<file path="config.mk">
export PLATFORM = sky130hd
export DESIGN_NAME = fp32_cmp_arb
export DESIGN_NICKNAME = d
export VERILOG_FILES = /design/src/rtl/fp32_cmp_arb.sv
export SDC_FILE = /design/constraint.sdc
export NUM_CORES = 1
export LEC_CHECK = 0
export CAP_MARGIN = 0
export CORE_AREA = 2 2 133 135
export CTS_BUF_LIST = sky130_fd_sc_hd__clkbuf_4 sky130_fd_sc_hd__clkbuf_8 sky130_fd_sc_hd__clkbuf_16
export DETAILED_ROUTE_END_ITERATION = 8
export DIE_AREA = 0 0 135 137
export GPL_ROUTABILITY_DRIVEN = 0
export PLACE_DENSITY_LB_ADDON = 0.3
export SYNTH_ARGS = -nofsm -noshare
export SYNTH_HDL_FRONTEND = slang
export SYNTH_SLANG_ARGS = --single-unit
</file>
<file path="constraint.sdc">
create_clock -name clk -period 2.5 [get_ports clk]
set_clock_uncertainty 0.2 [all_clocks]
set_input_delay 0.5 -clock clk [delete_from_list [all_inputs] [get_ports clk]]
set_output_delay 0.5 -clock clk [all_outputs]
set_load 0.005 [all_outputs]
</file>
<file path="src/rtl/fp32_cmp_arb.sv">
// Round-robin arbiter sharing one external fp32 comparator among NUM_REQ requesters.
// Results are routed back through an in-order tag FIFO; a post-reset drain window absorbs stale results.
module fp32_cmp_arb #(
    parameter int unsigned NUM_REQ = 4,
    parameter int unsigned CMP_LAT = 2,
    parameter int unsigned MAX_OUT = 4
) (
    input  logic                 clk,
    input  logic                 rst,
    input  logic [NUM_REQ-1:0]   req_vld,
    input  logic [NUM_REQ*32-1:0] req_a,
    input  logic [NUM_REQ*32-1:0] req_b,
    output logic [NUM_REQ-1:0]   req_rdy,
    output logic [NUM_REQ-1:0]   rsp_vld,
    output logic                 rsp_result,
    output logic                 cmp_op_vld,
    output logic [31:0]          cmp_a,
    output logic [31:0]          cmp_b,
    input  logic                 cmp_result_vld,
    input  logic                 cmp_result,
    output logic                 err_orphan
);

    localparam int unsigned IDX_W = (NUM_REQ > 1) ? $clog2(NUM_REQ) : 1;
    localparam int unsigned PTR_W = (MAX_OUT > 1) ? $clog2(MAX_OUT) : 1;
    localparam int unsigned CNT_W = $clog2(MAX_OUT + 1);
    localparam int unsigned DRN_W = $clog2(CMP_LAT + 2);

    logic [IDX_W-1:0]   rr_ptr_q, rr_ptr_d;
    logic [CNT_W-1:0]   out_cnt_q, out_cnt_d;
    logic [PTR_W-1:0]   wr_ptr_q, wr_ptr_d;
    logic [PTR_W-1:0]   rd_ptr_q, rd_ptr_d;
    logic [IDX_W-1:0]   tag_q [MAX_OUT];
    logic [DRN_W-1:0]   drain_q, drain_d;
    logic               cmp_op_vld_q;
    logic [31:0]        cmp_a_q, cmp_b_q;
    logic [NUM_REQ-1:0] rsp_vld_q, rsp_vld_d;
    logic               rsp_result_q, rsp_result_d;
    logic               err_orphan_q, err_orphan_d;

    logic               grant_any;
    logic [IDX_W-1:0]   grant_idx;
    logic [31:0]        sel_a, sel_b;
    logic               full, accept, pop, orphan;

    // First valid requester at or after rr_ptr, plus its operands
    always_comb begin
        int unsigned idx;
        idx       = 0;
        grant_any = 1'b0;
        grant_idx = '0;
        sel_a     = '0;
        sel_b     = '0;
        for (int unsigned k = 0; k < NUM_REQ; k++) begin
            idx = (32'(rr_ptr_q) + k) % NUM_REQ;
            if (!grant_any && req_vld[IDX_W'(idx)]) begin
                grant_any = 1'b1;
                grant_idx = IDX_W'(idx);
            end
        end
        for (int unsigned i = 0; i < NUM_REQ; i++) begin
            if (grant_idx == IDX_W'(i)) begin
                sel_a = req_a[32*i +: 32];
                sel_b = req_b[32*i +: 32];
            end
        end
    end

    assign full    = (out_cnt_q == CNT_W'(MAX_OUT));
    assign accept  = grant_any && !full && !rst;
    assign req_rdy = accept ? (NUM_REQ'(1) << grant_idx) : '0;

    // Any result inside the drain window belongs to an operation issued before reset
    assign pop    = cmp_result_vld && (out_cnt_q != '0) && (drain_q == '0);
    assign orphan = cmp_result_vld && (out_cnt_q == '0) && (drain_q == '0);

    always_comb begin
        rr_ptr_d     = rr_ptr_q;
        wr_ptr_d     = wr_ptr_q;
        rd_ptr_d     = rd_ptr_q;
        out_cnt_d    = out_cnt_q;
        rsp_vld_d    = '0;
        rsp_result_d = rsp_result_q;
        err_orphan_d = err_orphan_q | orphan;
        drain_d      = (drain_q != '0) ? drain_q - 1'b1 : drain_q;

        if (accept) begin
            rr_ptr_d = (grant_idx == IDX_W'(NUM_REQ - 1)) ? '0 : grant_idx + 1'b1;
            wr_ptr_d = (wr_ptr_q == PTR_W'(MAX_OUT - 1)) ? '0 : wr_ptr_q + 1'b1;
        end
        if (pop) begin
            rd_ptr_d     = (rd_ptr_q == PTR_W'(MAX_OUT - 1)) ? '0 : rd_ptr_q + 1'b1;
            rsp_vld_d    = NUM_REQ'(1) << tag_q[rd_ptr_q];
            rsp_result_d = cmp_result;
        end
        if (accept && !pop) begin
            out_cnt_d = out_cnt_q + 1'b1;
        end else if (!accept && pop) begin
            out_cnt_d = out_cnt_q - 1'b1;
        end
    end

    always_ff @(posedge clk) begin
        if (rst) begin
            rr_ptr_q     <= '0;
            out_cnt_q    <= '0;
            wr_ptr_q     <= '0;
            rd_ptr_q     <= '0;
            drain_q      <= DRN_W'(CMP_LAT + 1);
            cmp_op_vld_q <= 1'b0;
            cmp_a_q      <= '0;
            cmp_b_q      <= '0;
            rsp_vld_q    <= '0;
            rsp_result_q <= 1'b0;
            err_orphan_q <= 1'b0;
            for (int unsigned i = 0; i < MAX_OUT; i++) begin
                tag_q[i] <= '0;
            end
        end else begin
            rr_ptr_q     <= rr_ptr_d;
            out_cnt_q    <= out_cnt_d;
            wr_ptr_q     <= wr_ptr_d;
            rd_ptr_q     <= rd_ptr_d;
            drain_q      <= drain_d;
            cmp_op_vld_q <= accept;
            rsp_vld_q    <= rsp_vld_d;
            rsp_result_q <= rsp_result_d;
            err_orphan_q <= err_orphan_d;
            if (accept) begin
                cmp_a_q         <= sel_a;
                cmp_b_q         <= sel_b;
                tag_q[wr_ptr_q] <= grant_idx;
            end
        end
    end

    assign cmp_op_vld = cmp_op_vld_q;
    assign cmp_a      = cmp_a_q;
    assign cmp_b      = cmp_b_q;
    assign rsp_vld    = rsp_vld_q;
    assign rsp_result = rsp_result_q;
    assign err_orphan = err_orphan_q;

endmodule
</file>
-- After elaboration in Yosys (flattened, before gate mapping)
Memories as Yosys holds them, arrays and structs flattened. A register that Yosys moved wholly into a read port is not among the register bits.
Index checks and enable logic that the tools add are counted.
Widths: inputs -> output; s select.
- RAM bits: 8
- output and inout port bits: 75
- bits in latches: 0
- memories kept: 1
- flip-flop bits (word level): 82
- bits of input ports: 264
- bits in read-only memories: 0
- memories (name ; words ; width ; rd ports ; clocked after memory_dff ; write ports ; line ; RTL):
    tag_q ; 4 ; 2 ; 1 ; 1 ; 4 ; 33 ; logic [IDX_W-1:0] tag_q [MAX_OUT];
- shifts and indexed selects: 2
- div/mod/pow operators: 0
- bitwise gates (word level): 2
- eq/ne operators: 6
- muxes and demuxes: 40
- order comparisons: 4
- reductions and logical operators: 26
- $add $sub $neg: 9
- multipliers: 0
- operator list (cell ; count):
    $mux 32 ; 8
    $mux 2 ; 11
    $mux 1 ; 14
    $lt 2x3->1 const B ; 4
    $logic_and 1x1->1 ; 11
    $add 2x1->2 const B ; 4
    $bmux 1 s2 ; 4
    $eq 2x2->1 const B ; 4
    $shl 1x2->4 const A ; 2
    $logic_not 1->1 ; 7
    $mux 3 ; 2
    $add 2x2->2 const B ; 2
    $logic_not 2->1 ; 2
    $mux 4 ; 1
    $reduce_bool 2->1 ; 2
    $reduce_or 2->1 ; 2
    $add 3x1->3 const B ; 1
    $eq 3x3->1 const B ; 1
    $logic_not 3->1 ; 1
    $reduce_bool 3->1 ; 1
    $sub 3x1->3 const B ; 1
    $eq 2x1->1 const B ; 1
    $sub 2x1->2 const B ; 1
    $not 1->1 ; 1
    $or 1x1->1 ; 1

-- Logic depth before layout (Yosys ltp)
Gate-level depths: netlist (run 1).
- word-level depth: 19
- depth in mapped cells: 11
- gate-level depth less buffers: 10

-- Worst setup path before layout (run 1)
OpenSTA, ideal clock, no wires.
- kind: input-to-reg
- from: input req_vld[3]
- to: register cmp_a_q[0], in the netlist cmp_a[0]
- path slack: -219 ps
- setup time: 132 ps
- stages on the path: 10
- data arrival time: 2387 ps
- path through: inv_1 -> a221oi_1 -> o32ai_1 -> or2_2 -> ha_1 -> nor2_2 -> clkbuf_1 -> o211ai_1 -> o2111ai_1 -> a21oi_1
- word-level cells in the longest chain between the ends: 17
- elaborated cells between the ends (all ways): 32
- classes of those cells: eq/ne: 3; mux: 20; reduce/logical: 9
- RTL lines (what ; line ; RTL):
    start: declaration ; 10 ; input logic [NUM_REQ-1:0] req_vld,
    $bmux 1 s2 ; 56 ; if (!grant_any && req_vld[IDX_W'(idx)]) begin
    $mux 1 (implied by the code) ; 56 ;
    $mux 1 ; 56 ;
    $logic_not 1->1 ; 56 ;
    $logic_and 1x1->1 ; 56 ;
    $mux 1 ; 56 ;
    $logic_not 1->1 ; 56 ;
    $logic_and 1x1->1 ; 56 ;
    $mux 1 ; 56 ;
    $logic_not 1->1 ; 56 ;
    $logic_and 1x1->1 ; 56 ;
    $mux 2 ; 56 ;
    $logic_not 2->1 ; 62 ; if (grant_idx == IDX_W'(i)) begin
    $mux 32 (4 in series) ; 62 ;
    end signal: assignment ; 130 ; cmp_a_q <= sel_a;
    end: declaration ; 36 ; logic [31:0] cmp_a_q, cmp_b_q;
Parallel ways exist; a longest one is shown, timed or not. The select of a mux whose other input is x is not followed.
A chain may end at the register's enable or synchronous reset.

-- Worst setup path after layout (run 1)
- from: register rr_ptr_q[0]
- to: output req_rdy[2]
- word-level cells in the longest chain between the ends: 15
- elaborated cells between the ends (all ways): 29
- classes of those cells: add/sub: 3; shift: 1; mux: 17; reduce/logical: 8
- RTL lines (what ; line ; RTL):
    start: declaration ; 29 ; logic [IDX_W-1:0] rr_ptr_q, rr_ptr_d;
    start signal: assignment ; 120 ; rr_ptr_q <= rr_ptr_d;
    parallel branches: the longest is 14 deep, another holds $add 2x1->2 ; -- ;
    $mux 4 * ; 71 ; assign req_rdy = accept ? (NUM_REQ'(1) << grant_idx) : '0;
    end: declaration ; 13 ; output logic [NUM_REQ-1:0] req_rdy,
Every way passes the cells marked *. The select of a mux whose other input is x is not followed.

==> flow_summary.yaml, run 1 <==
drt:
  drcViolationCount: 0
  met3_length_mm: 1.85
  ant_nets: 0
  routed_via_density: 5.16
  first_iter_violations: 318
  wl_mm: 24.2
  met1_length_mm: 9.79
  highest_layer: "met4"
  routedWlPerCell_um: 18.7
  routed-via-count: 6669
  firstDrtPassIters: 5
  dr_wl_met2_mm: 11.6
clock_tree:
  path_clk_slew_ns: 0.07
  insertion_delay_ns: 0.34
  cts_hold_buf: 0
  cts_root_buf: "clkbuf_16"
  cts_tree: "built"
  cts.path.max_buffers: 2
  numCtsBuffers: 9
  cts_htree_levels: 3
  clkSinkCount: 92
timing:
  slew_violations: 0
  hold_slack_ns: 0.252
  worst_slew_pin_slew_ns: 1.00
  fin_crit_sh: 1.07
  min_period_ns: 2.68
  max_freq_mhz: 373
  fin_ws_ns: -0.182
  finalSetupViolations: 68
  final_hold_viol_count: 0
  tns_ns: -7.39
  slew_headroom: 0.332
  rsz0062_at_grt: "true"
pwr:
  switchingPower_mw: 3.95
  seqPwrFrac: 0.235
  peakVddDrop_mv: 0.763
  sw_frac_of_total: 0.386
  power_density_nw_per_um2: 1000
  p_leak_nw: 3.67
  p_total_mw: 10.2
  p_clk_frac: 0.146
  power_frac_comb: 0.619
  internal_power_mw: 6.27
floorplan:
  die_area_sq_um: 18500
  ios: 339
  fp.dieH_um: 137
  rows: 48
  core_area_sq_um: 17100
  start_util: 0.317
  die_w_um: 135
global_route:
  grt_max_degree: 85
  antenna_found_initial: 3
  overflow: 0
  grtUsageTotal: 0.238
  first_global_vias: 6426
  grt_pass1_wl_mm: 34.2
yosys:
  syn-num-nets: 978
  syn_avg_cell_area_sq_um: 7.68
  synth.largest_area_cell: "dfxtp_1"
  synth_compound_area_frac: 0.278
  synth-edff-count: 8
  netlist.area_leader.share: 0.311
  yosysSeqAreaShare: 0.355
  yosys.area_share.simple: 0.262
  synth_xor_area_frac: 0.00485
  synth_top_family_by_area: "compound AO/OA/AOI/OAI gates"
  synth_mux_area_frac: 0.0157
  yosysUniqueCellTypes: 44
  synth_common_cells: "nand2_1, dfxtp_1, a21oi_1"
  yosysMostFrequentCell: "nand2_1"
  syn-cell-area_sq_um: 5410
  ys_seq_elements: 92
  async_flop_share: 0
  synth_area_leaders: "dfxtp_1, nand2_1, o2111ai_1"
  netlist_instances: 705
  synth_warnings: 0
  synthAdderAreaFrac: 0.0222
  synth_top_flop_cell: "dfxtp_1"
layout:
  syn_to_final_growth_pct: 88.0
  final_layout_size_suffix_gt1_frac: 0.131
  nNetsFinal: 1333
hold_path:
  hold_class: "flip-flop to flip-flop"
status:
  outcome: "finished with violations"
  violations: "negative setup slack"
setup_path:
  critPathMaxFanout: 3
  cp.required_ns: 1.80
  arrival_ns: 1.98
  crit_path_end_kind: "primary output"
  cp-start-kind: "flip-flop"
  path_class: "flip-flop to primary output"
place:
  dpl.hpwl_mm: 16.3
  port_buffers: 338
job:
  maxCapViolations: 0
## per-stage QoR
step | instance area (sq um) | util | instances | worst slack (ns)
finish | 10200 | 0.597 | 1292 | -0.182
global route | 10200 | 0.597 | 1291 | -0.257
CTS | 9880 | 0.579 | 1280 | -0.187
detailed placement | 9300 | 0.545 | 1245 | -0.780
global placement | 9300 | 0.545 | 1245 | -0.719
floorplan | 5480 | - | 705 | -0.00279
## final timing paths
check | slack [ns] | from | endpoint | depth (start not counted)
max reg2reg | -0.15 | rr_ptr_q[0]$_SDFFE_PP0P_ | cmp_b[11]$_SDFFE_PP0P_ | 13
min | 0.25 | cmp_a[22]$_SDFFE_PP0P_ | cmp_a[22]$_SDFFE_PP0P_ | 2
min reg2reg | 0.25 | cmp_a[22]$_SDFFE_PP0P_ | cmp_a[22]$_SDFFE_PP0P_ | 2
max | -0.18 | rr_ptr_q[0]$_SDFFE_PP0P_ | req_rdy[2] | 8
## timing repair
action | CTS | global route
buffers inserted | 19 | 4
cloned | 0 | 9
pin swaps | 22 | 16
resized for setup | 57 | 30
endpoints found under the setup margin | 75 | 78
## cell type report
| type | instances | area (sq um) |
|---|---|---|
| Timing Repair Buffer | 410 | 4220 |
| Inverter | 10 | 40.0 |
| Fill cell | 1517 | 6880 |
| Clock buffer | 10 | 233 |
| Multi-Input combinational cell | 537 | 3380 |
| Tap cell | 225 | 282 |
| Sequential cell | 92 | 1930 |
| Clock inverter | 6 | 87.6 |
| Antenna cell | 2 | 5.00 |
## cells by family (layout without fill, tap and decap cells)
family,after synthesis,after routing
buf+inv,76,436
fa+ha+maj,9,9
xor+xnor,3,3
mux,6,6
flops,92,92
simple gates,306,306
other cells,0,2
compound gates,213,213
## metal layers
metal	vias to the layer above	track usage
met2	286	0.401
met3	65	0.0678
met5	-	0
met4	0	0.112
met1	3088	0.281
li1	3230	-
## cells in the final DEF (no fill, tap or decap), types with 7 or more instances in the layout
cell type and n:
nor2_1 13, o2111ai_1 59, a21oi_1 71, buf_6 7, o211ai_1 64, clkbuf_16 15
buf_4 44, or2b_1 19, nand2_1 198, clkdlybuf4s50_1 329, dfxtp_1 80, edfxtp_1 8
nand2b_1 48, buf_12 14
## power groups by stage
stage / sequential, mW / clock [mW] / combinational, mW
after floorplan: 2.41 / 0 / 2.81
after global placement: 2.38 / 0 / 5.34
after detailed placement: 2.41 / 0 / 5.40
after CTS: 2.39 / 1.52 / 5.67
after global routing: 2.48 / 1.58 / 6.82
final: 2.40 / 1.49 / 6.32
## flip-flops by register name (all words and copies together) (netlist names), 2 cells and up, named ones only
register   count
rr_ptr_q       2
wr_ptr_q       2
cmp_b         32
tag_q          8
cmp_a         32
rsp_vld        4
drain_q        2
out_cnt_q      3
rd_ptr_q       2
## critical path, cell delays in order (launching register included)
cell and delay, ns:
dfxtp_2 0.36, inv_4 0.05, a221oi_4 0.28, o32ai_4 0.14, buf_6 0.14, or2_4 0.27
ha_4 0.17, and2_4 0.13, buf_6 0.10
Note: power is estimated with default switching activity, not from simulation.
==> run 2: changes to the inputs <==
--- a/config.mk
+++ b/config.mk
@@ -5,6 +5,7 @@
 export SDC_FILE = /design/constraint.sdc
 export NUM_CORES = 1
 export LEC_CHECK = 0
+export ABC_CLOCK_PERIOD_IN_PS = 2150
 export CAP_MARGIN = 0
 export CORE_AREA = 2 2 133 135
 export CTS_BUF_LIST = sky130_fd_sc_hd__clkbuf_4 sky130_fd_sc_hd__clkbuf_8 sky130_fd_sc_hd__clkbuf_16
==> constraint.sdc (replaced) <==
create_clock -name clk -period 2.15 [get_ports clk]
set_clock_uncertainty 0.2 [all_clocks]
set_input_delay 0.43 -clock clk [delete_from_list [all_inputs] [get_ports clk]]
set_output_delay 0.43 -clock clk [all_outputs]
set_load 0.005 [all_outputs]
==> flow_summary.yaml, run 2 (synthesis gave the netlist of run 1 again) <==
status:
  outcome: "finished with violations"
  violations: "negative setup slack"
setup_path:
  path_buf_inv: 3
  reg2regPathDepth: 12
  path_common_cell: "buf_6"
  worstPathCellList: "inv_4 > a221oi_4 > o32ai_4 > or2_4 > buf_6 > ha_4 > and2_4 > buf_6"
  critPathMaxStageDelay_ns: 0.36
  cp.required_ns: 1.52
  arrival_ns: 2.02
  cp_slowest_cell: "dfxtp_2"
  cp-start-kind: "flip-flop"
  crit_path_end_kind: "primary output"
  path_class: "flip-flop to primary output"
  critPathMaxFanout: 4
  r2r_end: "cmp_a[31]$_SDFFE_PP0P_"
  r2r_slack_ns: -0.49
  crit_family: "simple AND/OR/NAND/NOR gates"
  crit-reg2reg-launch: "rr_ptr_q[0]$_SDFFE_PP0P_"
timing:
  rsz0062_at_grt: "true"
  final_hold_viol_count: 0
  fin_ws_ns: -0.498
  slew_violations: 0
  hold_slack_ns: 0.253
  fin_crit_sh: 1.23
  finalSetupViolations: 70
  slew_headroom: 0.339
  worst_slew_pin_slew_ns: 0.992
  max_freq_mhz: 378
  min_period_ns: 2.65
global_route:
  grtUsageTotal: 0.276
  grt_pass1_wl_mm: 38.5
  antenna_found_initial: 3
  grt_max_degree: 85
  first_global_vias: 6813
  overflow: 0
floorplan:
  die_area_sq_um: 18500
  ios: 339
  core_area_sq_um: 17100
  fp.dieH_um: 137
  die_w_um: 135
  rows: 48
  start_util: 0.317
clock_tree:
  numCtsBuffers: 9
  clkSinkCount: 92
  cts_root_buf: "clkbuf_16"
  cts_tree: "built"
  cts_htree_levels: 3
  path_clk_slew_ns: 0.07
  insertion_delay_ns: 0.35
  cts.path.max_buffers: 2
layout:
  finalInstanceArea_sq_um: 10900
  layout_commonest_cell: "clkdlybuf4s50_1"
  multi_input_area_sq_um: 3550
  final_cell_mix: "clkdlybuf4s50_1, nand2_1, dfxtp_1"
  seq_area_sq_um: 1930
  nNetsFinal: 1362
  final_layout_size_suffix_gt1_frac: 0.176
  n_fill_cell: 1446
  syn_to_final_growth_pct: 102
drt:
  routed_via_density: 5.25
  firstDrtPassIters: 5
  ant_nets: 0
  drcViolationCount: 0
  routed-via-count: 6946
  first_iter_violations: 314
  wl_mm: 26.8
  routedWlPerCell_um: 20.3
job:
  maxCapViolations: 0
pwr:
  seqPwrFrac: 0.210
  p_clk_frac: 0.120
  switchingPower_mw: 5.12
  peakVddDrop_mv: 0.577
  p_leak_nw: 4.01
  power_frac_comb: 0.670
  power_density_nw_per_um2: 1220
  internal_power_mw: 8.27
  sw_frac_of_total: 0.382
hold_path:
  min_delay_worst_endpoint: "cmp_a[17]$_SDFFE_PP0P_"
  whs_path_depth: 2
  hold_class: "flip-flop to flip-flop"
  hp-start: "cmp_a[17]$_SDFFE_PP0P_"
place:
  port_buffers: 338
  dpl_cell_area_sq_um: 9420
  dpl.hpwl_mm: 15.9
run 2: cell types whose count changed in the layout (fill, tap and decap cells not counted), sizes merged:
cell      previous run  this run
buf                 74       104
bufbuf               0         4
bufinv               2         1
clkbuf              17        12
clkinv               1         4
clkinvlp             2         0
diode                2         3
run 2: worst min-delay path, stage by stage, from the launching register on:
cell and delay, ns:
dfxtp_1 0.31, nand2_1 0.05, a21oi_1 0.05
run 2: cell type report:
type	count	area share
clock inverter	6	0.00572
inverter	10	0.00389
clock buffer	10	0.0213
multi-input combinational	537	0.324
tap	225	0.0257
antenna	3	0.000686
timing repair buffer	439	0.442
sequential	92	0.177
run 2: worst max path at each step:
stage | from | to | slack [ns] | cells past startpoint
after floorplan | req_vld[2] | req_rdy[0] | -0.20 | 8
after global placement | req_vld[0] | req_rdy[1] | -0.96 | 9
after detailed placement | req_vld[0] | req_rdy[1] | -0.99 | 9
after CTS | rr_ptr_q[0]$_SDFFE_PP0P_ | req_rdy[0] | -0.48 | 8
after global routing | rr_ptr_q[0]$_SDFFE_PP0P_ | cmp_a[31]$_SDFFE_PP0P_ | -0.61 | 12
final | rr_ptr_q[0]$_SDFFE_PP0P_ | req_rdy[2] | -0.50 | 8
run 2: repair_timing:
action	CTS	global route
setup buffers	35	8
setup endpoints to repair	78	70
hold buffers	0	0
resized for setup	110	29
pin swaps	38	40
gates cloned	18	3
run 2: power groups by stage:
stage	clock network [mW]	logic [mW]	registers [mW]
2_1_floorplan	0	3.47	2.82
3_3_place_gp	0	6.44	2.78
3_5_place_dp	0	6.51	2.81
4_1_cts	1.65	8.80	2.79
5_1_grt	1.71	9.56	2.86
6_report	1.61	8.97	2.81
run 2: metal layers:
layer  routed length, um  up-vias  track usage  share of wire
li1                    -     3299            -              -
met1               10200     3269        0.298           0.38
met2               13700      334        0.505           0.51
met3                2200       44       0.0774          0.082
met4                 751        0        0.122          0.028
met5                   0        -            0              0
run 2: stage by stage:
stage	setup TNS (ns)	power (mW)	setup slack (ns)	std cells	util
global placement	-70.59	9.23	-0.959	1252	0.552
floorplan	-12.02	6.29	-0.202	705	-
finish	-28.90	13.4	-0.498	1322	0.641
detailed placement	-73.21	9.32	-0.991	1252	0.552
global route	-36.34	14.1	-0.608	1322	0.641
CTS	-27.64	13.3	-0.482	1319	0.638
